### src/rtl/sal_bank_timer.sv
// Per-bank DDR2 timing tracker: follows bank state and the open row, and only
// lets a scheduler command through once every bank-local timing window has expired.
module sal_bank_timer #(
    parameter int CNT_W = 8,
    parameter int ROW_W = 14
) (
    input  logic             clk,
    input  logic             rst_n,
    input  logic [CNT_W-1:0] t_rcd_m1,
    input  logic [CNT_W-1:0] t_rp_m1,
    input  logic [CNT_W-1:0] t_ras_m1,
    input  logic [CNT_W-1:0] t_rfc_m1,
    input  logic [CNT_W-1:0] t_rtp_m1,
    input  logic [CNT_W-1:0] t_wtp_m1,
    input  logic             req_valid,
    input  logic [2:0]       req_cmd,
    input  logic [ROW_W-1:0] req_ra,
    output logic             req_ready,
    output logic             bank_open,
    output logic [ROW_W-1:0] open_row,
    output logic             row_hit
);

    typedef enum logic [2:0] {
        ST_CLOSED      = 3'd0,
        ST_ACTIVATING  = 3'd1,
        ST_OPEN        = 3'd2,
        ST_PRECHARGING = 3'd3,
        ST_REFRESHING  = 3'd4
    } state_t;

    localparam logic [2:0] CMD_ACT = 3'd1;
    localparam logic [2:0] CMD_RD  = 3'd2;
    localparam logic [2:0] CMD_WR  = 3'd3;
    localparam logic [2:0] CMD_PRE = 3'd4;
    localparam logic [2:0] CMD_REF = 3'd5;

    // Load on accept, otherwise count down and stick at zero.
    function automatic logic [CNT_W-1:0] cnt_next(input logic load,
                                                  input logic [CNT_W-1:0] load_val,
                                                  input logic [CNT_W-1:0] cur);
        logic [CNT_W-1:0] res;
        if (load) begin
            res = load_val;
        end else if (cur != {CNT_W{1'b0}}) begin
            res = cur - {{(CNT_W-1){1'b0}}, 1'b1};
        end else begin
            res = {CNT_W{1'b0}};
        end
        return res;
    endfunction

    state_t           state_r, state_s;
    logic [CNT_W-1:0] rcd_cnt_r, ras_cnt_r, rtp_cnt_r, wtp_cnt_r, rp_cnt_r, rfc_cnt_r;
    logic [ROW_W-1:0] open_row_r;
    logic             bank_open_r;

    logic is_act_s, is_rd_s, is_wr_s, is_pre_s, is_ref_s;
    logic rcd_zero_s, ras_zero_s, rtp_zero_s, wtp_zero_s, rp_zero_s, rfc_zero_s;
    logic accept_s;

    assign is_act_s = (req_cmd == CMD_ACT);
    assign is_rd_s  = (req_cmd == CMD_RD);
    assign is_wr_s  = (req_cmd == CMD_WR);
    assign is_pre_s = (req_cmd == CMD_PRE);
    assign is_ref_s = (req_cmd == CMD_REF);

    assign rcd_zero_s = (rcd_cnt_r == {CNT_W{1'b0}});
    assign ras_zero_s = (ras_cnt_r == {CNT_W{1'b0}});
    assign rtp_zero_s = (rtp_cnt_r == {CNT_W{1'b0}});
    assign wtp_zero_s = (wtp_cnt_r == {CNT_W{1'b0}});
    assign rp_zero_s  = (rp_cnt_r  == {CNT_W{1'b0}});
    assign rfc_zero_s = (rfc_cnt_r == {CNT_W{1'b0}});

    // Command admission by current state; illegal opcodes never match.
    always_comb begin
        req_ready = 1'b0;
        case (state_r)
            ST_CLOSED:      req_ready = is_act_s | is_ref_s;
            ST_PRECHARGING: req_ready = (is_act_s | is_ref_s) & rp_zero_s;
            ST_REFRESHING:  req_ready = (is_act_s | is_ref_s) & rfc_zero_s;
            ST_ACTIVATING:  req_ready = (is_rd_s | is_wr_s) & rcd_zero_s;
            ST_OPEN:        req_ready = is_rd_s | is_wr_s |
                                        (is_pre_s & ras_zero_s & rtp_zero_s & wtp_zero_s);
            default:        req_ready = 1'b0;
        endcase
    end

    assign accept_s = req_valid & req_ready;

    // Next state: an accepted command wins over the timer-driven transitions.
    always_comb begin
        state_s = state_r;
        if (accept_s) begin
            case (req_cmd)
                CMD_ACT: state_s = ST_ACTIVATING;
                CMD_RD:  state_s = ST_OPEN;
                CMD_WR:  state_s = ST_OPEN;
                CMD_PRE: state_s = ST_PRECHARGING;
                CMD_REF: state_s = ST_REFRESHING;
                default: state_s = state_r;
            endcase
        end else begin
            case (state_r)
                ST_ACTIVATING:  state_s = rcd_zero_s ? ST_OPEN   : ST_ACTIVATING;
                ST_PRECHARGING: state_s = rp_zero_s  ? ST_CLOSED : ST_PRECHARGING;
                ST_REFRESHING:  state_s = rfc_zero_s ? ST_CLOSED : ST_REFRESHING;
                default:        state_s = state_r;
            endcase
        end
    end

    // State, timing counters, open row and registered bank_open.
    always_ff @(posedge clk or negedge rst_n) begin
        if (!rst_n) begin
            state_r     <= ST_CLOSED;
            rcd_cnt_r   <= {CNT_W{1'b0}};
            ras_cnt_r   <= {CNT_W{1'b0}};
            rtp_cnt_r   <= {CNT_W{1'b0}};
            wtp_cnt_r   <= {CNT_W{1'b0}};
            rp_cnt_r    <= {CNT_W{1'b0}};
            rfc_cnt_r   <= {CNT_W{1'b0}};
            open_row_r  <= {ROW_W{1'b0}};
            bank_open_r <= 1'b0;
        end else begin
            state_r     <= state_s;
            rcd_cnt_r   <= cnt_next(accept_s & is_act_s, t_rcd_m1, rcd_cnt_r);
            ras_cnt_r   <= cnt_next(accept_s & is_act_s, t_ras_m1, ras_cnt_r);
            rtp_cnt_r   <= cnt_next(accept_s & is_rd_s,  t_rtp_m1, rtp_cnt_r);
            wtp_cnt_r   <= cnt_next(accept_s & is_wr_s,  t_wtp_m1, wtp_cnt_r);
            rp_cnt_r    <= cnt_next(accept_s & is_pre_s, t_rp_m1,  rp_cnt_r);
            rfc_cnt_r   <= cnt_next(accept_s & is_ref_s, t_rfc_m1, rfc_cnt_r);
            open_row_r  <= (accept_s & is_act_s) ? req_ra : open_row_r;
            bank_open_r <= (state_s == ST_ACTIVATING) | (state_s == ST_OPEN);
        end
    end

    assign bank_open = bank_open_r;
    assign open_row  = open_row_r;
    assign row_hit   = bank_open_r & (req_ra == open_row_r);

endmodule

### config.mk
export PLATFORM = sky130hd
export DESIGN_NAME = sal_bank_timer
export DESIGN_NICKNAME = d
export VERILOG_FILES = /design/src/rtl/sal_bank_timer.sv
export SDC_FILE = /design/constraint.sdc
export NUM_CORES = 1
export LEC_CHECK = 0
export CORE_UTILIZATION = 46
export DETAILED_ROUTE_END_ITERATION = 10
export PLACE_DENSITY = 0.77
export SYNTH_ARGS = -nofsm -noshare
export SYNTH_HDL_FRONTEND = slang
export SYNTH_SLANG_ARGS = --single-unit
### constraint.sdc
create_clock -name clk -period 2.8 [get_ports clk]
set_clock_uncertainty 0.05 [all_clocks]
set_input_delay 0.56 -clock clk [delete_from_list [all_inputs] [get_ports clk]]
set_output_delay 0.56 -clock clk [all_outputs]
set_load 0.01 [all_outputs]
# Word-level counts from Yosys, hierarchy flattened
# Index checks and enable logic that the tools add are counted.
classes:
  addsub: 6
  n_eq_ne: 12
  muxes: 19
  bitwise: 17
  reduce_logical: 14
ops:
  columns: ["cell", "n"]
  rows:
  - ["$mux 8", 12]
  - ["$logic_not 8->1", 6]
  - ["$reduce_bool 8->1", 6]
  - ["$sub 8x1->8 const B", 6]
  - ["$eq 3x2->1 const B", 5]
  - ["$eq 14x14->1", 1]
  - ["$and 1x1->1", 13]
  - ["$pmux 3 s4", 1]
  - ["$eq 3x1->1 const B", 3]
  - ["$eq 3x3->1 const B", 3]
  - ["$pmux 3 s3", 1]
  - ["$mux 3", 2]
  - ["$pmux 1 s5", 1]
  - ["$mux 2", 2]
  - ["$or 1x1->1", 4]
  - ["$logic_not 3->1", 1]
  - ["$reduce_or 2->1", 1]
totals:
  ff_bits: 66
  input_bits: 68
  output_inout_bits: 17
  word_cells: 77

# Logic depth before layout (Yosys ltp)
# Gate-level depths: netlist (run 1).
depth:
  depth_word: 10
  ltp_mapped: 10
  depth_no_buf: 8

# Least setup slack after synthesis (run 1)
# Ideal clock, no wire load.
synth_path:
  path_kind: "register to register"
  from: "register rfc_cnt_r[0]"
  to: "register open_row_r[1], in the netlist open_row[1]"
  setup_time_ps: 125
  arrival_time_ps: 2514
  required_ps: 2625
  setup_slack_ps: 111
  path_stages_with_launch: 10
  path_buffers: 2
  period_less_slack_ps: 2689
  cell_sequence: "dfrtp_1 > inv_1 > ha_1 > nor3b_1 > and2_1 > clkbuf_1 > o221a_2 > o31ai_2 > buf_2 > mux2_2"
synth_between:
  elab_chain_len: 5
synth_rtl:
  columns: ["item", "line", "text"]
  rows:
  - ["start: declaration", "54", "logic [CNT_W-1:0] rcd_cnt_r, ras_cnt_r, rtp_cnt_r, wtp_cnt_r, rp_cnt_r, rfc_cnt_r;"]
  - ["start signal: assignment", "122", "rfc_cnt_r <= {CNT_W{1'b0}};"]
  - ["start signal: assignment", "132", "rfc_cnt_r <= cnt_next(accept_s & is_ref_s, t_rfc_m1, rfc_cnt_r);"]
  - ["$logic_not 8->1", "73", "assign rfc_zero_s = (rfc_cnt_r == {CNT_W{1'b0}});"]
  - ["$and 1x1->1", "81", "ST_REFRESHING: req_ready = (is_act_s | is_ref_s) & rfc_zero_s;"]
  - ["$pmux 1 s5", "78", "case (state_r)"]
  - ["$and 1x1->1", "89", "assign accept_s = req_valid & req_ready;"]
  - ["$and 1x1->1", "133", "open_row_r <= (accept_s & is_act_s) ? req_ra : open_row_r;"]
  - ["end signal: assignment", "123", "open_row_r <= {ROW_W{1'b0}};"]
  - ["end signal: assignment", "133", null]
  - ["end: declaration", "55", "logic [ROW_W-1:0] open_row_r;"]
# No other way between the ends.
# A chain may end at the register's enable or synchronous reset.

# Worst setup path in the final report (run 1)
layout_path:
  from: "register ras_cnt_r[4]"
  to: "output port req_ready"
layout_between:
  elab_chain_len: 6
layout_rtl:
  columns: ["item", "line", "text"]
  rows:
  - ["start: declaration", "54", null]
  - ["start signal: assignment", "118", "ras_cnt_r <= {CNT_W{1'b0}};"]
  - ["start signal: assignment", "128", "ras_cnt_r <= cnt_next(accept_s & is_act_s, t_ras_m1, ras_cnt_r);"]
  - ["$logic_not 8->1", "69", "assign ras_zero_s = (ras_cnt_r == {CNT_W{1'b0}});"]
  - ["$and 1x1->1 (3 in a row)", "84", "(is_pre_s & ras_zero_s & rtp_zero_s & wtp_zero_s);"]
  - ["$or 1x1->1", "83", "ST_OPEN: req_ready = is_rd_s | is_wr_s |"]
  - ["$pmux 1 s5", "78", null]
  - ["end: declaration", "18", "output logic req_ready,"]
# No other way between the ends.

==> impl_metrics.env, run 1 <==
export IMPL_synth_ff_latch_count=66
export IMPL_slew_viol_final=0
export IMPL_rows=33
export IMPL_clk_path_buf_depth=2
export IMPL_detailedRoute_firstIterationViolations=73
export IMPL_synth_enable_flop_cells=0
export IMPL_synthTopCellsByArea="sky130_fd_sc_hd__dfrtp_1 43%, sky130_fd_sc_hd__mux2_2 13%, sky130_fd_sc_hd__xnor2_1 6.1%, sky130_fd_sc_hd__nor2_1 4.2%, sky130_fd_sc_hd__ha_1 3.9%"
export IMPL_post_route_period_util_pct=98.6
export IMPL_postSynthCellCount=372
export IMPL_yosys_top_cells_count="66 x sky130_fd_sc_hd__dfrtp_1, 45 x sky130_fd_sc_hd__mux2_2, 43 x sky130_fd_sc_hd__nor2_1"
export IMPL_die_h_um=93.8
export IMPL_clkSlewWorstSetupHoldPaths_ps=80
export IMPL_floorplan_die_width_um=93.8
export IMPL_cp_num_cells=5
export IMPL_num_vias=3161
export IMPL_design_portCount=85
export IMPL_grt_usage_pct=21.3
export IMPL_drtAntennaViolNets=0
export IMPL_worst_setup_path_type="reg -> out"
export IMPL_floorplan_core_area_sq_um=8180
export IMPL_cts_hold_buffers=0
export IMPL_start_kind="flop"
export IMPL_setup_repair_after_global_routing_missed_its_margin="true"
export IMPL_dieArea_sq_um=8800
export IMPL_finalCoreUtilization_pct=66.0
export IMPL_hpwlAfterDp_um=6370
export IMPL_fmax_ghz=0.362
export IMPL_placement_cell_area_sq_um=5110
export IMPL_yosys_area_top_type_share_pct=42.6
export IMPL_transition_at_the_pin_with_the_smallest_max_transition_slack_ps=539
export IMPL_netlist_cell_type_count=44
export IMPL_timing_critical_path_from="ras_cnt_r[4]"
export IMPL_yosysWarningCount=0
export IMPL_final_area_sq_um=5390
export IMPL_finalHoldWorstSlack_ps=85.7
export IMPL_preCtsSetupSlack_ps=-224
export IMPL_timing_max_slew_rel_slack_pct=63.8
export IMPL_setup_worst_path_end="req_ready"
export IMPL_grt_max_degree=37
export IMPL_clk_insertion_delay_late_ps=350
export IMPL_starting_density_of_the_core_pct=47.4
export IMPL_yosysTopAreaCell="sky130_fd_sc_hd__dfrtp_1"
export IMPL_tritoncts_buffers=9
export IMPL_critical_path_top_delay_family="simple AND/OR/NAND/NOR gates"
export IMPL_power_ir_vdd_worst_uv=253
export IMPL_drc=0
export IMPL_grt_antenna_before_repair=0
export IMPL_critical_path_endpoint_type="primary output"
export IMPL_htreeDepth=3
export IMPL_synth_most_common_cell="sky130_fd_sc_hd__dfrtp_1"
export IMPL_grt_pass1_vias=3292
export IMPL_crit_arrival_ps=2150
export IMPL_max_stage_delay_ps=560
export IMPL_timing_final_ws_setup_ps=39.7
export IMPL_drt_pass1_iter_count=4
export IMPL_power_density_nw_per_um2=345
export IMPL_totalWireLength_um=8730
export IMPL_cts_tree="done"
export IMPL_cap_viol_max_count=0
export IMPL_drive_gt1_share_pct=26.4
export IMPL_synth_net_count=452
export IMPL_clk_tree_root_cell="sky130_fd_sc_hd__clkbuf_8"
export IMPL_min_path_type="in -> async"
export IMPL_postSynthAreaPerCell_sq_um=10.4
export IMPL_viasPerCell=5.16
export IMPL_critical_path_cell_chain="or4_4 -> nor4b_4 -> and4_4 -> or3_4 -> buf_6"
export IMPL_placement_io_buffers=84
export IMPL_rr_worst_depth=8
export IMPL_number_of_antenna_cells_inserted=0
export IMPL_gr_total_overflow=0
export IMPL_reg2reg_slack_ps=60
export IMPL_combined_area_of_all_synthesized_cells_sq_um=3880
export IMPL_numClockSinks=66
export IMPL_power_static_leakage_nw=2.48
export IMPL_synth_flop_cell="sky130_fd_sc_hd__dfrtp_1"
export IMPL_critical_path_slowest_cell="sky130_fd_sc_hd__or4_4"
export IMPL_routed_wire_length_per_instance_um=14.2
export IMPL_totalPowerFinal_mw=1.86
export IMPL_gp_routability_congestion=0.871
export IMPL_regToRegEndpoint="rtp_cnt_r[0]"
export IMPL_critPathRequiredTime_ps=2190
export IMPL_timing_critical_path_fanout_max=2
export IMPL_hold_viol=0
export IMPL_time_the_worst_path_needs_with_i_o_delays_and_setup_ps=2760
export IMPL_finalSetupViolCount=0
export IMPL_wire_length_of_the_first_global_routing_pass_um=14500
export IMPL_synthArstFlopShare_pct=100
export IMPL_critical_path_n_buffers_inverters=1
export IMPL_layout_area_overhead_vs_synth_pct=39.1
export IMPL_nNetsFinal=583
export IMPL_post_synthesis_sequential_area_ratio_pct=42.6
export IMPL_critical_path_reg2reg_startpoint="ras_cnt_r[4]"
export IMPL_outcome="finished, final reports clean"
-- cells by family after synthesis --
group | synth area share, %
buffers and inverters | 3.45
xor gates and xnor gates | 7.68
adders and majority gates | 3.87
muxes | 17.7
DFF | 42.6
AOI/OAI and AO/OA | 8.29
and+or+nand+nor | 16.4
-- area by class of cell --
type | count | area, sq um
clock inverter | 7 | 60.1
inverter | 23 | 86.3
clock buffer | 9 | 124
fill | 651 | 2780
tap | 105 | 131
multi-input combinational | 273 | 2130
sequential | 66 | 1650
timing repair buffer | 130 | 1210
-- worst min-delay path by stage --
| stage | depth (start not counted) | to | startpoint | slack, ps |
|---|---|---|---|---|
| after floorplan | 0 | bank_open | rst_n | 210 |
| after global routing | 1 | wtp_cnt_r[2] | rst_n | 100 |
| after CTS | 1 | wtp_cnt_r[2] | rst_n | 80 |
| final | 1 | wtp_cnt_r[2] | rst_n | 90 |
| after global placement | 1 | wtp_cnt_r[2] | rst_n | 460 |
| after detailed placement | 1 | wtp_cnt_r[2] | rst_n | 460 |
-- registers in the layout, indices dropped and copies added, names as in the netlist --
register / count
rfc_cnt_r: 8
state_r: 3
open_row: 14
rtp_cnt_r: 8
rp_cnt_r: 8
bank_open: 1
ras_cnt_r: 8
rcd_cnt_r: 8
wtp_cnt_r: 8
-- layout by cell type (no fill, tap or decap), types with 5 or more instances in the layout --
cell type and n:
sky130_fd_sc_hd__inv_1 21, sky130_fd_sc_hd__xnor2_1 27, sky130_fd_sc_hd__a21oi_1 22, sky130_fd_sc_hd__nand2_1 14, sky130_fd_sc_hd__clkbuf_8 9, sky130_fd_sc_hd__nor3_1 9, sky130_fd_sc_hd__dfrtp_1 66, sky130_fd_sc_hd__nand2b_1 9
sky130_fd_sc_hd__nor2_1 43, sky130_fd_sc_hd__ha_1 11, sky130_fd_sc_hd__xor2_1 7, sky130_fd_sc_hd__o21ai_0 13, sky130_fd_sc_hd__o21a_1 6, sky130_fd_sc_hd__or3_1 5, sky130_fd_sc_hd__nor4_1 7, sky130_fd_sc_hd__mux2_4 8
sky130_fd_sc_hd__clkdlybuf4s50_1 81, sky130_fd_sc_hd__nor3b_1 5, sky130_fd_sc_hd__mux2_2 45, sky130_fd_sc_hd__buf_4 42, sky130_fd_sc_hd__mux2i_1 6
-- stage by stage --
stage / instances / TNS (ps)
after CTS: 607 / -126
final: 613 / 0
after detailed placement: 588 / -1990
after floorplan: 372 / 0
after global routing: 613 / -24.5
after global placement: 588 / -174
-- what timing repair did --
| action | 4_1_cts | 5_1_grt |
|---|---|---|
| gates resized for setup | 10 | 6 |
| endpoints found under the setup margin | 2 | 17 |
| buffers inserted | 3 | 7 |
| pin swaps | 3 | 8 |
-- metal layers --
layer	share of wire [%]	up-vias	GRT usage [%]
met3	5.6	6	6.39
li1	-	1558	-
met5	0	-	0
met4	0.77	0	5.64
met1	42	1529	24.4
met2	52	68	38.1
-- power by group --
group          switching (mW)  leakage [nW]  internal, mW
Sequential                  0         0.859         0.952
Clock                   0.418        0.0848         0.336
Combinational          0.0520          1.53         0.100
(Power assumes the default switching activity.)
==> run 2: changes to the inputs <==
--- a/config.mk
+++ b/config.mk
@@ -6,6 +6,7 @@
 export NUM_CORES = 1
 export LEC_CHECK = 0
 export CORE_UTILIZATION = 46
+export CTS_CLUSTER_DIAMETER = 40
 export DETAILED_ROUTE_END_ITERATION = 10
 export PLACE_DENSITY = 0.77
 export SYNTH_ARGS = -nofsm -noshare
==> results of run 2 <==
Same layout as run 1: the final DEF is identical, and so are final timing and power.
